### config.mk
export PLATFORM = sky130hd
export DESIGN_NAME = multi_channel_producer
export DESIGN_NICKNAME = d
export VERILOG_FILES = /design/src/rtl/multi_channel_producer.sv
export SDC_FILE = /design/constraint.sdc
export NUM_CORES = 1
export LEC_CHECK = 0
export BUFFER_PORTS_ARGS = -buffer_cell sky130_fd_sc_hd__buf_2
export CAP_MARGIN = 40
export CORE_ASPECT_RATIO = 1.4
export CORE_MARGIN = 2
export CORE_UTILIZATION = 57
export DETAILED_ROUTE_END_ITERATION = 12
export MAX_ROUTING_LAYER = met4
export PLACE_DENSITY = 0.93
export SYNTH_ARGS = -nofsm -noshare
export SYNTH_HDL_FRONTEND = slang
export SYNTH_SLANG_ARGS = --single-unit
### constraint.sdc
create_clock -name clk -period 3.9 [get_ports clk]
set_input_delay 0.78 -clock clk [delete_from_list [all_inputs] [get_ports clk]]
set_output_delay 0.78 -clock clk [all_outputs]
set_load 0.03 [all_outputs]
### src/rtl/multi_channel_producer.sv
// multi_channel_producer: per-channel stall-aware {address, id, valid} beat source
// with a single-command programmable flush scheduler.
module multi_channel_producer #(
  parameter int NUM_CH      = 2,
  parameter int ADDR_W      = 8,
  parameter int ID_W        = 8,
  parameter int TAG_W       = 4,
  parameter int SEQ_W       = ID_W - TAG_W,
  parameter int ADDR_STRIDE = 4,
  parameter int DLY_W       = 6
) (
  input  logic                         clk,
  input  logic                         reset,
  input  logic [NUM_CH-1:0]            ch_en,
  input  logic [NUM_CH-1:0]            in_stall,
  output logic [NUM_CH*ADDR_W-1:0]     out_address,
  output logic [NUM_CH*ID_W-1:0]       out_id,
  output logic [NUM_CH-1:0]            out_valid,
  input  logic                         flush_cmd_valid,
  output logic                         flush_cmd_ready,
  input  logic [$clog2(NUM_CH+1)-1:0]  flush_cmd_ch,
  input  logic [ID_W-1:0]              flush_cmd_id,
  input  logic [DLY_W-1:0]             flush_cmd_delay,
  output logic [NUM_CH-1:0]            flush,
  output logic [NUM_CH*ID_W-1:0]       flush_id,
  output logic                         flush_err
);
  localparam int CH_W = $clog2(NUM_CH + 1);
  typedef enum logic [1:0] {IDLE, ARMED, FIRE} state_t;
  state_t                  state_q;
  logic [CH_W-1:0]         ch_q;
  logic [ID_W-1:0]         fid_q;
  logic [DLY_W-1:0]        cnt_q;
  logic [NUM_CH-1:0]       flush_q;
  logic [NUM_CH*ID_W-1:0]  flush_id_q;
  logic                    err_q;
  for (genvar g = 0; g < NUM_CH; g++) begin : g_ch
    logic              adv;
    logic [ADDR_W-1:0] addr_q, addr_d;
    logic [SEQ_W-1:0]  seq_q, seq_d;
    logic [ID_W-1:0]   id_q, id_d;
    logic              valid_q, valid_d;
    // a stalled channel holds its beat; an idle channel only drops valid
    always_comb begin
      adv     = ~in_stall[g] & ch_en[g];
      addr_d  = adv ? addr_q + ADDR_W'(ADDR_STRIDE) : addr_q;
      seq_d   = adv ? seq_q + SEQ_W'(1) : seq_q;
      id_d    = adv ? {TAG_W'(g + 1), seq_d} : id_q;
      valid_d = in_stall[g] ? valid_q : ch_en[g];
    end
    always_ff @(posedge clk or posedge reset)
      if (reset) begin
        addr_q  <= '0;
        seq_q   <= '0;
        id_q    <= '0;
        valid_q <= 1'b0;
      end else begin
        addr_q  <= addr_d;
        seq_q   <= seq_d;
        id_q    <= id_d;
        valid_q <= valid_d;
      end
    assign out_address[g*ADDR_W +: ADDR_W] = addr_q;
    assign out_id[g*ID_W +: ID_W]          = id_q;
    assign out_valid[g]                    = valid_q;
  end
  always_ff @(posedge clk or posedge reset)
    if (reset) begin
      state_q    <= IDLE;
      ch_q       <= '0;
      fid_q      <= '0;
      cnt_q      <= '0;
      flush_q    <= '0;
      flush_id_q <= '0;
      err_q      <= 1'b0;
    end else begin
      case (state_q)
        IDLE: if (flush_cmd_valid) begin
          ch_q    <= flush_cmd_ch;
          fid_q   <= flush_cmd_id;
          cnt_q   <= flush_cmd_delay;
          state_q <= ARMED;
        end
        ARMED: if (cnt_q != '0) cnt_q <= cnt_q - DLY_W'(1);
        else begin
          state_q <= FIRE;
          err_q   <= ch_q >= CH_W'(NUM_CH);
          for (int c = 0; c < NUM_CH; c++) begin
            flush_q[c]                  <= ch_q == CH_W'(c);
            flush_id_q[c*ID_W +: ID_W]  <= ch_q == CH_W'(c) ? fid_q : '0;
          end
        end
        FIRE: begin
          state_q    <= IDLE;
          flush_q    <= '0;
          flush_id_q <= '0;
          err_q      <= 1'b0;
        end
        default: state_q <= IDLE;
      endcase
    end
  assign flush_cmd_ready = state_q == IDLE;
  assign flush           = flush_q;
  assign flush_id        = flush_id_q;
  assign flush_err       = err_q;
endmodule

* Word-level counts from Yosys, hierarchy flattened
Cells that the tools add are included.
** Storage, ports and cells
- Logic and storage cells :: 56
- Flip-flop bits (word level) :: 73
- Bits of input ports :: 23
- Output and inout bits :: 54
** Operators by class
- Add/subtract/negate cells :: 5
- Reductions and logical operators :: 9
- Bitwise gates (word level) :: 4
- Equal/unequal tests :: 6
- Order comparisons :: 1
- Mux-type cells :: 16
** Operators with widths (number)
- one-hot mux 16 bit (2 select lines) :: 1
- adder 8 x 3 -> 8 bit, second input constant :: 2
- two-way mux 16 bit :: 1
- two-way mux 8 bit :: 2
- two-way mux 6 bit :: 2
- one-hot mux 6 bit (2 select lines) :: 1
- adder 4 x 1 -> 4 bit, second input constant :: 2
- two-way mux 4 bit :: 2
- one-hot mux 2 bit (2 select lines) :: 2
- two-way mux 2 bit :: 3
- inequality test 2 bit, second input constant :: 3
- AND reduction 2 bit :: 3
- nonzero test 6 bit :: 1
- subtractor 6 x 1 -> 6 bit, second input constant :: 1
- equality test 2 x 1 -> 1 bit, second input constant :: 2
- zero test 2 bit :: 2
- nonzero test 2 bit :: 2
- AND reduction 3 bit :: 1
- bitwise AND 1 bit :: 2
- equality test 2 bit, second input constant :: 1
- >= comparator 2 bit, second input constant :: 1
- inverter 1 bit :: 2
- one-hot mux 1 bit (2 select lines) :: 1
- two-way mux 1 bit :: 1

* Depth between registers and ports, before layout
- Depth in word-level cells :: 4
- Mapped depth :: 6
- Depth with buffers taken out :: 6

* Worst setup path before layout
No wires, ideal clock.
- Path type :: register -> output
- Start point :: reg state_q[0]
- End point :: out flush_cmd_ready
- Arrival :: 0.963 ns
- Buffers on the path :: 1
- Stages on the path, launching flop included :: 3
- Data required time :: 3.120 ns
- Setup slack :: 2.157 ns
- Path through :: dfrtp_1 buf_2 nor2_1
** On the way
- Cells in the longest elaborated chain, start to end :: 1
** Ends and longest elaborated chain
- start, declared :: RTL line 30 : state_t state_q;
- start signal, assigned :: RTL line 69 : state_q <= IDLE;
- start signal, assigned :: RTL line 82 : state_q <= ARMED;
- start signal, assigned :: RTL line 86 : state_q <= FIRE;
- zero test 2 bit :: RTL line 102 : assign flush_cmd_ready = state_q == IDLE;
- end, declared :: RTL line 20 : output logic flush_cmd_ready,
Every way passes these cells.

* Worst setup path in the final report
- Start point :: reg state_q[0]
- End point :: reg flush_id_q[1] (netlist: flush_id[1])
** On the way
- Cells in the longest elaborated chain, start to end :: 3
- Elaborated cells between the ends (all ways) :: 6
- Classes of those cells :: eq/ne: 3; mux: 1; reduce/logical: 2
** Ends and longest elaborated chain
- equality test 2 x 1 -> 1 bit / equality test 2 bit (equally long branches) :: RTL line 77 : case (state_q)
- inequality test 2 bit (no source line) / nonzero test 2 bit (equally long branches)
- AND reduction 2 bit (no source line)
- end signal, assigned by index :: RTL line 90 : flush_id_q[c*ID_W +: ID_W] <= ch_q == CH_W'(c) ? fid_q : '0;
- end, declared :: RTL line 35 : logic [NUM_CH*ID_W-1:0] flush_id_q;
Several ways; a longest one is shown, not always the timed one.
A chain may end at the register's enable or synchronous reset.

==> flow_summary.json <==
{
  "max_slew_margin": 0.465,
  "drive_above_1_share": 0.247,
  "layout_common_cells": "nand2_1 (76), dfrtp_1 (69), buf_2 (66)",
  "vias": 2258,
  "rrSetupSlack_ns": 1.77,
  "final-setup-viol-count": 0,
  "worst-path-buf-inv": 0,
  "worstSetupStartpointType": "register",
  "critPathMaxStageDelay_ns": 0.65,
  "clock_skew_ns": 0.00598,
  "clock_latency_ns": 0.34,
  "final_common_cell": "nand2_1",
  "ys_seq_elements": 69,
  "cp_cell_sequence": "and2b_1 > nand4_2 > nand3_1 > o21ai_0",
  "dieArea_mm2": 0.00604,
  "fp-row-count": 31,
  "endpoint_kind": "register",
  "ys_types": 42,
  "synth_area_per_cell_um2": 10.0,
  "track_usage": 0.217,
  "routed_wl_um": 5750,
  "cp.required_ns": 4.09,
  "fin_crit_ns": 2.13,
  "num_antenna_cells": 0,
  "rsz0062_at_grt": "false",
  "cts_hold_buf": 0,
  "grt_pass1_vias": 2240,
  "yosysSeqAreaShare": 0.558,
  "die_w_um": 66.3,
  "post-dp-hpwl_um": 4050,
  "setup_tns_ns": 0,
  "cts_resized": 0,
  "drt_first_iter_violations": 208,
  "r2r_start": "state_q[0]",
  "io_pins": 77,
  "ir_worst_vdd_mv": 0.413,
  "hp-class": "in -> async",
  "postCtsSetupRepairBufs": 0,
  "maxCapViolCount": 0,
  "post_drt_via_cell_ratio": 5.10,
  "synthCells": 309,
  "drtAntennaViolNets": 0,
  "r2r-end": "flush_id[1]",
  "wl_per_cell_um": 13.0,
  "power_leakage_nw": 1.81,
  "async_flop_share": 1.00,
  "cp_slowest_cell": "nand4_2",
  "antenna_found_initial": 0,
  "path_delay_family": "simple AND/OR/NAND/NOR gates",
  "nets": 402,
  "drc": 0,
  "h-tree-depth": 3,
  "synth_area_mm2": 0.00309,
  "hold_violations": 0,
  "worst_pin_slew_ns": 0.801,
  "powerDensity_mw_per_mm2": 832,
  "grt_pass1_wl_um": 9780,
  "root_buffer": "clkbuf_8",
  "grt_max_degree": 44,
  "fp.dieH_um": 91.2,
  "period_share": 0.547,
  "max_freq_mhz": 469,
  "first_pass_iters": 6,
  "cts.path.max_buffers": 2,
  "clk_pin_slew_ns": 0.07,
  "cts_tree": "built",
  "ys_warn_count": 0,
  "cts.sinks": 69,
  "fin_util": 0.695,
  "crit_arrival_ns": 2.32,
  "core_mm2": 0.00520,
  "cts_buffers": 9,
  "start_util": 0.595,
  "grt_overflow": 0,
  "worstSetupPathType": "reg -> reg",
  "ff2ff_path_depth": 4,
  "synthFlopType": "dfrtp_1",
  "gp_congestion": 0.818,
  "synth-edff-count": 0,
  "syn_to_final_growth_pct": 16.8,
  "status": "completed",
  "io_buffers": 66,
  "slew_viol_final": 0,
  "worstPathMaxFanout": 40
}
[stage by stage]
step,hold slack (ns),cells,area [um^2],power (mW),setup WS [ns]
final,0.303,443,3610,3.00,1.77
after global routing,0.303,443,3610,3.20,1.53
after CTS,0.288,443,3610,3.03,1.76
after detailed placement,0.452,428,3410,2.44,1.82
after global placement,0.445,427,3390,2.37,1.91
after floorplan,0.446,318,3130,2.12,1.38
[sequential cells by signal (all words and copies together) (netlist names), 6 cells and up]
register and flops:
flush_id 16, g_ch.addr_q 12, g_ch.id_q 10, fid_q 8, g_ch.seq_q 8, cnt_q 6
[cell families (layout without fill, tap and decap cells)]
| group | Yosys count | after routing | share of synthesized area |
|---|---|---|---|
| AO/OA/AOI/OAI | 42 | 42 | 0.0862 |
| flip-flops | 69 | 69 | 0.558 |
| XOR/XNOR | 20 | 20 | 0.0566 |
| adder cells (fa/ha/maj) | 6 | 6 | 0.0243 |
| multiplexers | 1 | 1 | 0.00324 |
| buffers and inverters | 32 | 91 | 0.0607 |
| AND/OR/NAND/NOR | 138 | 138 | 0.210 |
| other | 1 | 10 | 0.00121 |
[routing by layer]
metal,routed length [um],global-route usage,share of wire
met3,258,0.0471,0.045
met1,2550,0.260,0.44
met4,161,0.114,0.028
met2,2790,0.340,0.48
met5,0,-,0
[Yosys cell counts (2+ instances only)]
library cell	number	area, um^2
nor2_1	10	37.5
a21o_1	2	15.0
buf_1	2	7.51
buf_4	12	90.1
o21ai_0	25	125
xnor2_1	15	131
nand2b_1	7	43.8
clkbuf_1	3	11.3
ha_1	6	75.1
a21oi_1	5	25.0
buf_2	6	30.0
xor2_1	5	43.8
a221o_1	2	20.0
nand2_1	76	285
dfrtp_1	69	1730
nand3b_1	2	15.0
o21ai_1	2	10.0
nor2b_1	2	12.5
and2b_1	2	15.0
inv_1	7	26.3
nand4_1	3	18.8
nand3_1	25	125
buf_6	2	22.5
[worst register-to-register path: stages (launching register included)]
cell and delay (ns):
dfrtp_1 0.59, and2b_1 0.27, nand4_2 0.65, nand3_1 0.34, o21ai_0 0.13
[worst max-delay path by stage]
stage / startpoint / slack [ns] / cells after the start / endpoint
final: state_q[0] / 1.77 / 4 / flush_id[1]
after detailed placement: state_q[0] / 1.82 / 4 / flush_id[10]
after CTS: state_q[0] / 1.76 / 4 / flush_id[1]
after global routing: state_q[0] / 1.53 / 4 / flush_id[1]
after global placement: state_q[0] / 1.91 / 3 / flush[0]
after floorplan: reset / 1.38 / 1 / ch_q[0]
[power breakdown]
part	switching, mW	total [mW]	internal (mW)
sequential	0.253	1.26	1.01
combinational	0.752	1.17	0.416
clock	0.267	0.577	0.310
[layout make-up]
type	instances	area, um^2
clock inverter	5	61.3
clock buffer	10	138
inverter	7	26.3
tap	66	82.6
sequential	69	1730
timing repair buffer	69	365
fill	406	1590
multi-input combinational	217	1210
No activity file was read; power rests on OpenSTA's default activity.
